## config.mk

```make
export PLATFORM = sky130hd
export DESIGN_NAME = text_scheduler_flat
export DESIGN_NICKNAME = d
export VERILOG_FILES = /design/src/rtl/text_pkg.sv /design/src/rtl/text_scheduler_if.sv /design/src/rtl/text_slot_gen.sv /design/src/rtl/text_scheduler.sv /design/src/flat_wrapper.sv
export SDC_FILE = /design/constraint.sdc
export NUM_CORES = 1
export LEC_CHECK = 0
export CAP_MARGIN = 20
export CORE_ASPECT_RATIO = 1.25
export CORE_MARGIN = 2
export CORE_UTILIZATION = 50
export DETAILED_ROUTE_END_ITERATION = 10
export MAX_ROUTING_LAYER = met4
export PLACE_DENSITY = 0.82
export SLEW_MARGIN = 40
export SYNTH_ARGS = -nofsm -noshare
export SYNTH_HDL_FRONTEND = slang
export SYNTH_HIERARCHICAL = 1
export SYNTH_SLANG_ARGS = --single-unit
```

## constraint.sdc

```tcl
create_clock -name i_clk -period 6.86 [get_ports i_clk]
set_input_delay 0.686 -clock i_clk [delete_from_list [all_inputs] [get_ports i_clk]]
set_output_delay 0.686 -clock i_clk [all_outputs]
set_load 0.02 [all_outputs]
```

## src/rtl/text_pkg.sv

```systemverilog
// Shared types and geometry for the text-mode scheduler: cell layout, clear FSM states
// and screen timing constants.
package text_pkg;

  localparam int COLS     = 80;
  localparam int ROWS     = 60;
  localparam int H_ACTIVE = 640;
  localparam int H_TOTAL  = 800;
  localparam int V_ACTIVE = 480;
  localparam int V_TOTAL  = 525;
  localparam int ADDR_W   = 13;
  localparam int CELLS    = COLS * ROWS;

  typedef struct packed {
    logic [1:0] color;
    logic [5:0] glyph;
  } cell_t;

  typedef enum logic {
    S_IDLE  = 1'b0,
    S_CLEAR = 1'b1
  } state_t;

  localparam cell_t CELL_BLANK = '{color: 2'b11, glyph: 6'd0};
  localparam logic [ADDR_W-1:0] LAST_CELL = ADDR_W'(CELLS - 1);

endpackage

```

## src/rtl/text_scheduler_if.sv

```systemverilog
// Host-facing channel of the text scheduler: cell writes (valid/ready) and the clear engine.
interface text_scheduler_if;
  import text_pkg::*;

  logic              i_wr_valid;
  logic [ADDR_W-1:0] i_wr_addr;
  logic [7:0]        i_wr_data;
  logic              o_wr_ready;
  logic              i_clr;
  logic [7:0]        i_clr_data;
  logic              o_busy;

  modport master (
    output i_wr_valid, i_wr_addr, i_wr_data, i_clr, i_clr_data,
    input  o_wr_ready, o_busy
  );

  modport slave (
    input  i_wr_valid, i_wr_addr, i_wr_data, i_clr, i_clr_data,
    output o_wr_ready, o_busy
  );

endinterface

```

## src/rtl/text_slot_gen.sv

```systemverilog
// Display fetch slot decode and per-line row base tracking for the text RAM.
module text_slot_gen
  import text_pkg::*;
(
  input  logic              clk_i,
  input  logic              rst_i,
  input  logic [10:0]       x_i,
  input  logic [10:0]       y_i,
  output logic              disp_slot_o,
  output logic [ADDR_W-1:0] disp_addr_o
);

  logic [ADDR_W-1:0] row_base_q;
  logic [ADDR_W-1:0] row_base_d;
  logic [ADDR_W-1:0] rbn_s;
  logic [ADDR_W-1:0] col_addr_s;
  logic [10:0]       yn_s;
  logic              slot_a_s;
  logic              slot_b_s;
  logic              eol_s;

  // Slot decode; the row base steps by one text row every 8 lines, so no multiplier
  always_comb begin
    yn_s  = (y_i == 11'(V_TOTAL - 1)) ? 11'd0 : y_i + 11'd1;
    eol_s = (x_i == 11'(H_TOTAL - 2));
    if (yn_s == 11'd0) begin
      rbn_s = {ADDR_W{1'b0}};
    end else if (yn_s[2:0] == 3'd0) begin
      rbn_s = row_base_q + ADDR_W'(COLS);
    end else begin
      rbn_s = row_base_q;
    end
    col_addr_s = row_base_q + ADDR_W'(x_i >> 3) + ADDR_W'(1);
    slot_a_s   = (y_i < 11'(V_ACTIVE)) && (x_i < 11'(H_ACTIVE - 8)) && (x_i[2:0] == 3'd6);
    slot_b_s   = eol_s && (yn_s < 11'(V_ACTIVE));
    row_base_d = eol_s ? rbn_s : row_base_q;
  end

  assign disp_slot_o = slot_a_s || slot_b_s;
  assign disp_addr_o = slot_b_s ? rbn_s : col_addr_s;

  // Row base register
  always_ff @(posedge clk_i) begin
    if (rst_i) begin
      row_base_q <= {ADDR_W{1'b0}};
    end else begin
      row_base_q <= row_base_d;
    end
  end

endmodule

```

## src/rtl/text_scheduler.sv

```systemverilog
// Text RAM scheduler: display fetch has fixed priority slots, the clear engine and host
// writes share the remaining cycles; fetched cells are presented aligned with the pixel.
module text_scheduler
  import text_pkg::*;
(
  input  logic              i_clk,
  input  logic              i_rst,
  input  logic [10:0]       i_x,
  input  logic [10:0]       i_y,
  text_scheduler_if.slave   host,
  output logic [ADDR_W-1:0] o_ram_addr,
  output logic              o_ram_we,
  output logic [7:0]        o_ram_wdata,
  input  logic [7:0]        i_ram_rdata,
  output logic [5:0]        o_char,
  output logic [1:0]        o_color
);

  state_t            state_q;
  state_t            state_d;
  logic [7:0]        fill_q;
  logic [7:0]        fill_d;
  logic [ADDR_W-1:0] clr_addr_q;
  logic [ADDR_W-1:0] clr_addr_d;
  cell_t             cell_q;
  cell_t             cell_d;
  logic              load_q;
  logic              disp_slot_s;
  logic [ADDR_W-1:0] disp_addr_s;
  logic              busy_s;
  logic              host_in_range_s;

  text_slot_gen u_slot_gen (
    .clk_i       (i_clk),
    .rst_i       (i_rst),
    .x_i         (i_x),
    .y_i         (i_y),
    .disp_slot_o (disp_slot_s),
    .disp_addr_o (disp_addr_s)
  );

  assign busy_s          = (state_q == S_CLEAR);
  assign host_in_range_s = (host.i_wr_addr < ADDR_W'(CELLS));
  assign host.o_busy     = busy_s;
  assign host.o_wr_ready = !busy_s && !disp_slot_s;

  // Clear FSM next state: one fill write per free cycle, a new i_clr is ignored while busy
  always_comb begin
    state_d    = state_q;
    fill_d     = fill_q;
    clr_addr_d = clr_addr_q;
    case (state_q)
      S_IDLE: begin
        if (host.i_clr) begin
          state_d    = S_CLEAR;
          fill_d     = host.i_clr_data;
          clr_addr_d = {ADDR_W{1'b0}};
        end else begin
          state_d    = S_IDLE;
        end
      end
      S_CLEAR: begin
        if (disp_slot_s) begin
          clr_addr_d = clr_addr_q;
        end else if (clr_addr_q == LAST_CELL) begin
          state_d    = S_IDLE;
          clr_addr_d = {ADDR_W{1'b0}};
        end else begin
          clr_addr_d = clr_addr_q + ADDR_W'(1);
        end
      end
      default: begin
        state_d    = S_IDLE;
        clr_addr_d = {ADDR_W{1'b0}};
      end
    endcase
  end

  // RAM port mux; writes are suppressed while reset is asserted
  always_comb begin
    o_ram_addr  = host.i_wr_addr;
    o_ram_we    = 1'b0;
    o_ram_wdata = host.i_wr_data;
    if (disp_slot_s) begin
      o_ram_addr  = disp_addr_s;
      o_ram_wdata = 8'd0;
    end else if (busy_s) begin
      o_ram_addr  = clr_addr_q;
      o_ram_we    = !i_rst;
      o_ram_wdata = fill_q;
    end else begin
      o_ram_we    = host.i_wr_valid && host_in_range_s && !i_rst;
    end
  end

  // Cell output: load the read data the cycle after a fetch, blank after the visible area
  always_comb begin
    cell_d = cell_q;
    if (load_q) begin
      cell_d = cell_t'(i_ram_rdata);
    end else if (i_x == 11'(H_ACTIVE - 1)) begin
      cell_d = CELL_BLANK;
    end else begin
      cell_d = cell_q;
    end
  end

  // State and output registers
  always_ff @(posedge i_clk) begin
    if (i_rst) begin
      state_q    <= S_IDLE;
      fill_q     <= 8'd0;
      clr_addr_q <= {ADDR_W{1'b0}};
      cell_q     <= CELL_BLANK;
      load_q     <= 1'b0;
    end else begin
      state_q    <= state_d;
      fill_q     <= fill_d;
      clr_addr_q <= clr_addr_d;
      cell_q     <= cell_d;
      load_q     <= disp_slot_s;
    end
  end

  assign o_char  = cell_q.glyph;
  assign o_color = cell_q.color;

endmodule

```

## src/flat_wrapper.sv

```systemverilog
// flat-port wrapper written by rule: the top's interface ports become plain ports
module text_scheduler_flat import text_pkg::*;
  (i_clk, i_rst, i_x, i_y, o_ram_addr, o_ram_we, o_ram_wdata, i_ram_rdata, o_char, o_color, host_i_wr_valid, host_i_wr_addr, host_i_wr_data, host_i_clr, host_i_clr_data, host_o_wr_ready, host_o_busy);
  text_scheduler_if host_i ();
  input  logic i_clk;
  input  logic i_rst;
  input  logic [10:0] i_x;
  input  logic [10:0] i_y;
  output logic [ADDR_W-1:0] o_ram_addr;
  output logic o_ram_we;
  output logic [7:0] o_ram_wdata;
  input  logic [7:0] i_ram_rdata;
  output logic [5:0] o_char;
  output logic [1:0] o_color;
  input wire logic [$bits(host_i.i_wr_valid)-1:0] host_i_wr_valid;
  input wire logic [$bits(host_i.i_wr_addr)-1:0] host_i_wr_addr;
  input wire logic [$bits(host_i.i_wr_data)-1:0] host_i_wr_data;
  input wire logic [$bits(host_i.i_clr)-1:0] host_i_clr;
  input wire logic [$bits(host_i.i_clr_data)-1:0] host_i_clr_data;
  output wire logic [$bits(host_i.o_wr_ready)-1:0] host_o_wr_ready;
  output wire logic [$bits(host_i.o_busy)-1:0] host_o_busy;
  assign host_i.i_wr_valid = host_i_wr_valid;
  assign host_i.i_wr_addr = host_i_wr_addr;
  assign host_i.i_wr_data = host_i_wr_data;
  assign host_i.i_clr = host_i_clr;
  assign host_i.i_clr_data = host_i_clr_data;
  assign host_o_wr_ready = host_i.o_wr_ready;
  assign host_o_busy = host_i.o_busy;
  text_scheduler u_core (.i_clk(i_clk), .i_rst(i_rst), .i_x(i_x), .i_y(i_y), .host(host_i), .o_ram_addr(o_ram_addr), .o_ram_we(o_ram_we), .o_ram_wdata(o_ram_wdata), .i_ram_rdata(i_ram_rdata), .o_char(o_char), .o_color(o_color));
endmodule
```

==> out/qor.yml, run 1 <==
outcome: "finished, violations left"
failed_checks: "design-rule violations"
area_growth_pct: 28.7
synth_area_um2: 3600
io_buffers: 94
holdBufCountCts: 0
antenna_left: 0
dp.final_hpwl_um: 8000
place.gp.congestion: 0.943
cts_buffers: 5
rsz0062_at_grt: "false"
max_stage_delay_ps: 650
final_net_count: 618
place_inst: 625
clk_latency_ps: 310
cts_tree: "done"
die-area_um2: 7900
antenna_found_initial: 0
clock.fmax_mhz: 192
cts-root-buf: "clkbuf_8"
cts_buffer_depth: 2
yosysTopAreaCell: "dfxtp_1"
path_clk_slew_ps: 90
grt_overflow: 0
ys_types: 72
netlist_top_cells_count: "nand2_1, dfxtp_1, nor2_1"
crit_path_top_delay_cell: "clkdlybuf4s50_1"
track_usage: 0.277
tns_ps: 0
irDropWorstVdd_mv: 0.0845
max_cap_violations: 0
yosysWarnings: 6
cts_sinks: 44
die_w_um: 79.9
worstMarginPinSlew_ps: 795
core_area_um2: 6980
ys_seq_area_frac: 0.245
ys_top_cells_by_area: "dfxtp_1, mux2i_1, nand2_1, o21ai_0, a21oi_1"
grt_max_degree: 48
synth-seq-cells: 44
synth_edf_count: 0
finalWirelength_um: 10800
syn_inst: 468
drive_gt1_frac: 0.0663
fin_cells: 633
synth_ff_type: "dfxtp_1"
post_drt_wl_per_cell_um: 17.0
first_pass_iters: 8
drt_iter0_drc: 237
syn_nets: 544
post_cts_buffers: 0
cts_resized: 0
viasPerCell: 6.20
finalHoldViolCount: 0
setup_violations: 0
rows: 34
leakagePower_nw: 1.73
synth.most_common_cell: "nand2_1"
finalMaxSlewViolations: 0
startpoint_type: "input pin"
remaining_drc_errors: 1
start_util: 0.516
io_pins: 95
crit_top_cell: "o21ai_0"
synth_top_area_frac: 0.245
worst_ep_required_time_ps: 6170
crit_type: "in -> out"
slew_headroom: 0.469
period_needed_ps: 5200
h-tree-depth: 2
synth_area_per_cell_um2: 7.70
grt_pass1_vias: 3604
holdCritPathClass: "reg -> reg"
path_max_fanout: 18
finalCritPeriodShare: 0.758
clock_skew_ps: 4.67
grt_first_pass_wirelength_um: 17300
pwr_density_cell_nw_per_um2: 134
n_antenna_cell: 0
end_kind: "output port"
die_h_um: 98.9
cp_cell_sequence: "clkdlybuf4s50_1 > ha_1 > nand4_2 > or3_1 > o2111ai_1 > a211oi_2 > nor2_2 > o21ai_0 > o21ai_0 > nand2_1 > o21ai_0 > clkdlybuf4s50_1"
synth_async_sr_flop_share: 0
worstPathArrival_ps: 4520
num_vias: 3925
-- power breakdown --
group	internal, W	switching (W)	total (W)	leakage (nW)
clock network	0.000110	0.0000979	0.000208	0.0548
logic	0.0000777	0.0000739	0.000152	1.32
registers	0.000259	0.00000315	0.000262	0.356
-- state kept, by name, indices dropped and copies added (netlist names) --
register and flops:
u_core/host.o_busy 1, u_core/o_char 6, u_core/clr_addr_q 13, u_core/load_q 1, u_core/u_slot_gen/row_base_q 13, u_core/o_color 2, u_core/fill_q 8
-- cell families after synthesis --
family	after synthesis	synth area share
AND/OR/NAND/NOR	205	0.311
AO/OA/AOI/OAI	135	0.258
flip-flops	44	0.245
buffers and inverters	41	0.0577
multiplexers	24	0.0667
adder cells (fa/ha/maj)	13	0.0472
XOR/XNOR	6	0.0146
-- metrics by stage --
step / total power (W) / instance area, um2 / hold slack, ps / worst slack, ps / utilization
floorplan: 0.000340 / 3600 / 436 / 3140 / -
global placement: 0.000415 / 4510 / 444 / 1740 / 0.647
detailed placement: 0.000418 / 4510 / 450 / 1740 / 0.647
CTS: 0.000626 / 4630 / 463 / 1740 / 0.664
global route: 0.000649 / 4640 / 484 / 1480 / 0.664
finish: 0.000622 / 4640 / 464 / 1660 / 0.664
-- layout by cell type, fill, tap and decap left out, types with 5 or more instances in the layout --
| cell type | instances |
|---|---|
| dfxtp_1 | 44 |
| ha_1 | 12 |
| nand3_1 | 11 |
| a311oi_1 | 5 |
| nand2_1 | 58 |
| xnor2_1 | 5 |
| o21ai_0 | 34 |
| nor2b_1 | 15 |
| inv_1 | 11 |
| mux2i_1 | 24 |
| a31oi_1 | 7 |
| a21oi_1 | 30 |
| nor2_1 | 37 |
| nand4_1 | 16 |
| nor3_1 | 7 |
| clkbuf_8 | 5 |
| a22oi_1 | 6 |
| clkdlybuf4s50_1 | 94 |
| nand2b_1 | 9 |
| o211ai_1 | 5 |
| and2_1 | 6 |
| and4_1 | 5 |
| and3_1 | 8 |
| a21o_1 | 7 |
-- critical path, delay by kind of cell --
kind	cells	cell delay, ps
adder cells (fa/ha/maj)	1	280
AND/OR/NAND/NOR	4	1340
buffers and inverters	2	1230
AO/OA/AOI/OAI	5	980
-- metal layers --
metal | track usage | vias up | wire length, um
met5 | - | - | 0
met4 | 0.0991 | 0 | 243
met3 | 0.0293 | 22 | 680
met2 | 0.483 | 177 | 5420
met1 | 0.325 | 1846 | 4420
li1 | - | 1880 | -
-- final cells by class --
class,count,area [um2]
multi-input combinational,383,2520
fill,610,2340
timing repair buffer,97,963
sequential,44,881
tap,90,113
clock buffer,5,68.8
clock inverter,3,46.3
inverter,11,41.3
-- final timing paths --
path / end / cells after the start / startpoint / slack (ps)
worst max register to register: u_core/clr_addr_q[10] / 5 / u_core/clr_addr_q[0] / 4720
worst max-delay path: o_ram_addr[6] / 12 / i_y[0] / 1660
worst min-delay path: u_core/fill_q[3] / 2 / u_core/fill_q[3] / 460
worst min register to register: u_core/fill_q[3] / 2 / u_core/fill_q[3] / 460
(Power assumes the default switching activity.)
==> run 2, diff against run 1 <==
- clock period: 6.86 -> 4.9 ns (I/O delays scaled with it)
==> run 2 against run 1 <==
The run now ends clean. Clock skew rose by 2.4 ps. Register-to-register slack got worse by 2200 ps. First-iteration DRC count rose by 7.6%. Global-route usage fell by 1.9 points. Cell count rose by 0.32%. Core utilization rose by 0.39 points. Sequential share of layout area fell by 0.11 points. Combinational power rose by 37%. Cell area rose by 0.59%. Critical endpoint is now o_ram_addr[7].
==> out/qor.yml, run 2 (synthesis results as in run 1) <==
outcome: "complete, no violations"
max_cap_violations: 0  # unchanged
rows: 34  # unchanged
cts_sinks: 44  # unchanged
regToRegStartpoint: "u_core/host.o_busy"
crit_path_top_delay_cell: "clkdlybuf4s50_1"
cp_cell_sequence: "clkdlybuf4s50_1 > ha_1 > nand4_2 > or3_1 > nand4_1 > a211oi_2 > nor2_2 > o21ai_0 > mux2i_1 > nand2_1 > o21ai_0 > clkdlybuf4s50_1"
finalMaxSlewViolations: 0  # unchanged
holdPathEnd: "u_core/fill_q[5]"
cts_buffers: 5  # unchanged
grt_first_pass_wirelength_um: 16300  # -5.9%
cts_resized: 0  # unchanged
worst_ep_required_time_ps: 4410  # -1760 ps
h-tree-depth: 2  # unchanged
worstReg2RegEnd: "u_core/clr_addr_q[9]"
path_max_fanout: 18  # unchanged
place.gp.congestion: 0.926  # -1.8%
area_growth_pct: 29.5
fillCellCount: 605  # -0.82%
antenna_found_initial: 0  # unchanged
pwr_density_cell_nw_per_um2: 186  # +39%
num_vias: 3876  # -1.2%
worstHoldStart: "u_core/fill_q[5]"
tns_ps: 0  # unchanged
die_h_um: 98.9  # unchanged
cts_tree: "done"
dp.final_hpwl_um: 7700  # -3.8%
drt_iter0_drc: 255  # +7.6%
regArea_um2: 881  # unchanged
start_util: 0.516  # unchanged
grt_pass1_vias: 3535  # -1.9%
core_area_um2: 6980  # unchanged
irDropWorstVdd_mv: 0.180  # +110%
io_buffers: 94  # unchanged
startpoint_type: "input pin"
critPathTopFamily: "simple AND/OR/NAND/NOR gates"
holdCritPathClass: "reg -> reg"
crit_type: "in -> out"
post_cts_buffers: 0  # unchanged
track_usage: 0.258  # -0.0186
finalCritPeriodShare: 0.927
period_needed_ps: 4540
cts-root-buf: "clkbuf_8"
slew_headroom: 0.537  # +0.0674
post_drt_wl_per_cell_um: 15.8  # -6.8%
cts_buffer_depth: 2  # unchanged
end_kind: "output port"
grt_max_degree: 48  # unchanged
worstMarginPinSlew_ps: 686  # -109 ps
holdBufCountCts: 0  # unchanged
setup_violations: 0  # unchanged
clock.fmax_mhz: 220
reg2regPathDepth: 5  # unchanged
fin_area_um2: 4660  # +0.59%
remaining_drc_errors: 0  # -1
hold_depth: 2  # unchanged
final_net_count: 620  # +0.32%
max_stage_delay_ps: 630  # -20 ps
die-area_um2: 7900  # unchanged
die_w_um: 79.9  # unchanged
antenna_left: 0  # unchanged
n_antenna_cell: 0  # unchanged
clock_skew_ps: 7.04  # +2.38 ps
worstPathArrival_ps: 4050  # -470 ps
final_common_cell: "clkdlybuf4s50_1"
drive_gt1_frac: 0.0697  # +0.00343
finalHoldViolCount: 0  # unchanged
top_regs: "u_core/clr_addr_q (13), u_core/u_slot_gen/row_base_q (13), u_core/fill_q (8)"
crit_buf_inv: 2  # unchanged
clk_latency_ps: 310  # about the same
leakagePower_nw: 1.74  # +0.80%
dpl_cell_area_um2: 4550  # +0.75%
rsz0062_at_grt: "false"
r2r_setup_slack_ps: 2480  # -2240 ps
multi_input_area_um2: 2520  # unchanged
final_cell_mix: "clkdlybuf4s50_1, nand2_1, dfxtp_1, nor2_1, o21ai_0"
first_pass_iters: 5  # -3
grt_overflow: 0  # unchanged
io_pins: 95  # unchanged
path_clk_slew_ps: 90  # about the same
viasPerCell: 6.10  # -1.6%
finalWirelength_um: 10100  # -6.5%
==> run 2: cell types whose count changed in the layout (fill, tap and decap cells not counted), sizes merged <==
cell  before  now
buf        3    5
==> run 2: layout make-up <==
cell class / instances / area share
multi-input cells: 383 / 0.541
repair buffers: 99 / 0.213
flip-flops and latches: 44 / 0.189
well taps: 90 / 0.0241
clock buffers: 5 / 0.0148
clock inverters: 3 / 0.00993
inverters: 11 / 0.00885
==> run 2: worst register-to-register path, stage by stage (launching register included) <==
cell and delay, ps:
dfxtp_1 660, buf_4 390, nor2b_2 590, and4_2 370
a31oi_1 90, a311oi_1 250
==> run 2: through the flow <==
| step | hold WS [ps] | instances | util | total power (W) | worst slack, ps |
|---|---|---|---|---|---|
| floorplan | 436 | 468 | - | 0.000476 | 1570 |
| global placement | 446 | 627 | 0.651 | 0.000580 | 536 |
| detailed placement | 448 | 627 | 0.652 | 0.000584 | 400 |
| CTS | 460 | 635 | 0.668 | 0.000872 | 406 |
| global route | 495 | 635 | 0.668 | 0.000903 | 65.2 |
| finish | 459 | 635 | 0.668 | 0.000867 | 359 |
==> run 2: layer usage <==
metal  global-route usage  routed length (um)  part of all wire
met4                0.106                 282             0.028
met5                    -                   0                 0
met1                0.312                4220              0.42
met2                0.431                4880              0.49
met3               0.0321                 675             0.067
==> run 2: worst max-delay path by stage <==
stage / startpoint / endpoint / depth (start not counted)
6_report: i_y[0] / o_ram_addr[7] / 12
3_3_place_gp: i_y[0] / o_ram_addr[4] / 12
4_1_cts: i_y[0] / o_ram_addr[6] / 12
2_1_floorplan: i_y[5] / o_ram_addr[10] / 10
3_5_place_dp: i_y[0] / o_ram_addr[6] / 12
5_1_grt: i_y[0] / o_ram_addr[7] / 12
==> run 2: report_power, final <==
part	total [W]	switching [W]	internal, W
logic	0.000208	0.0000994	0.000109
clock network	0.000290	0.000137	0.000154
registers	0.000369	0.00000623	0.000363
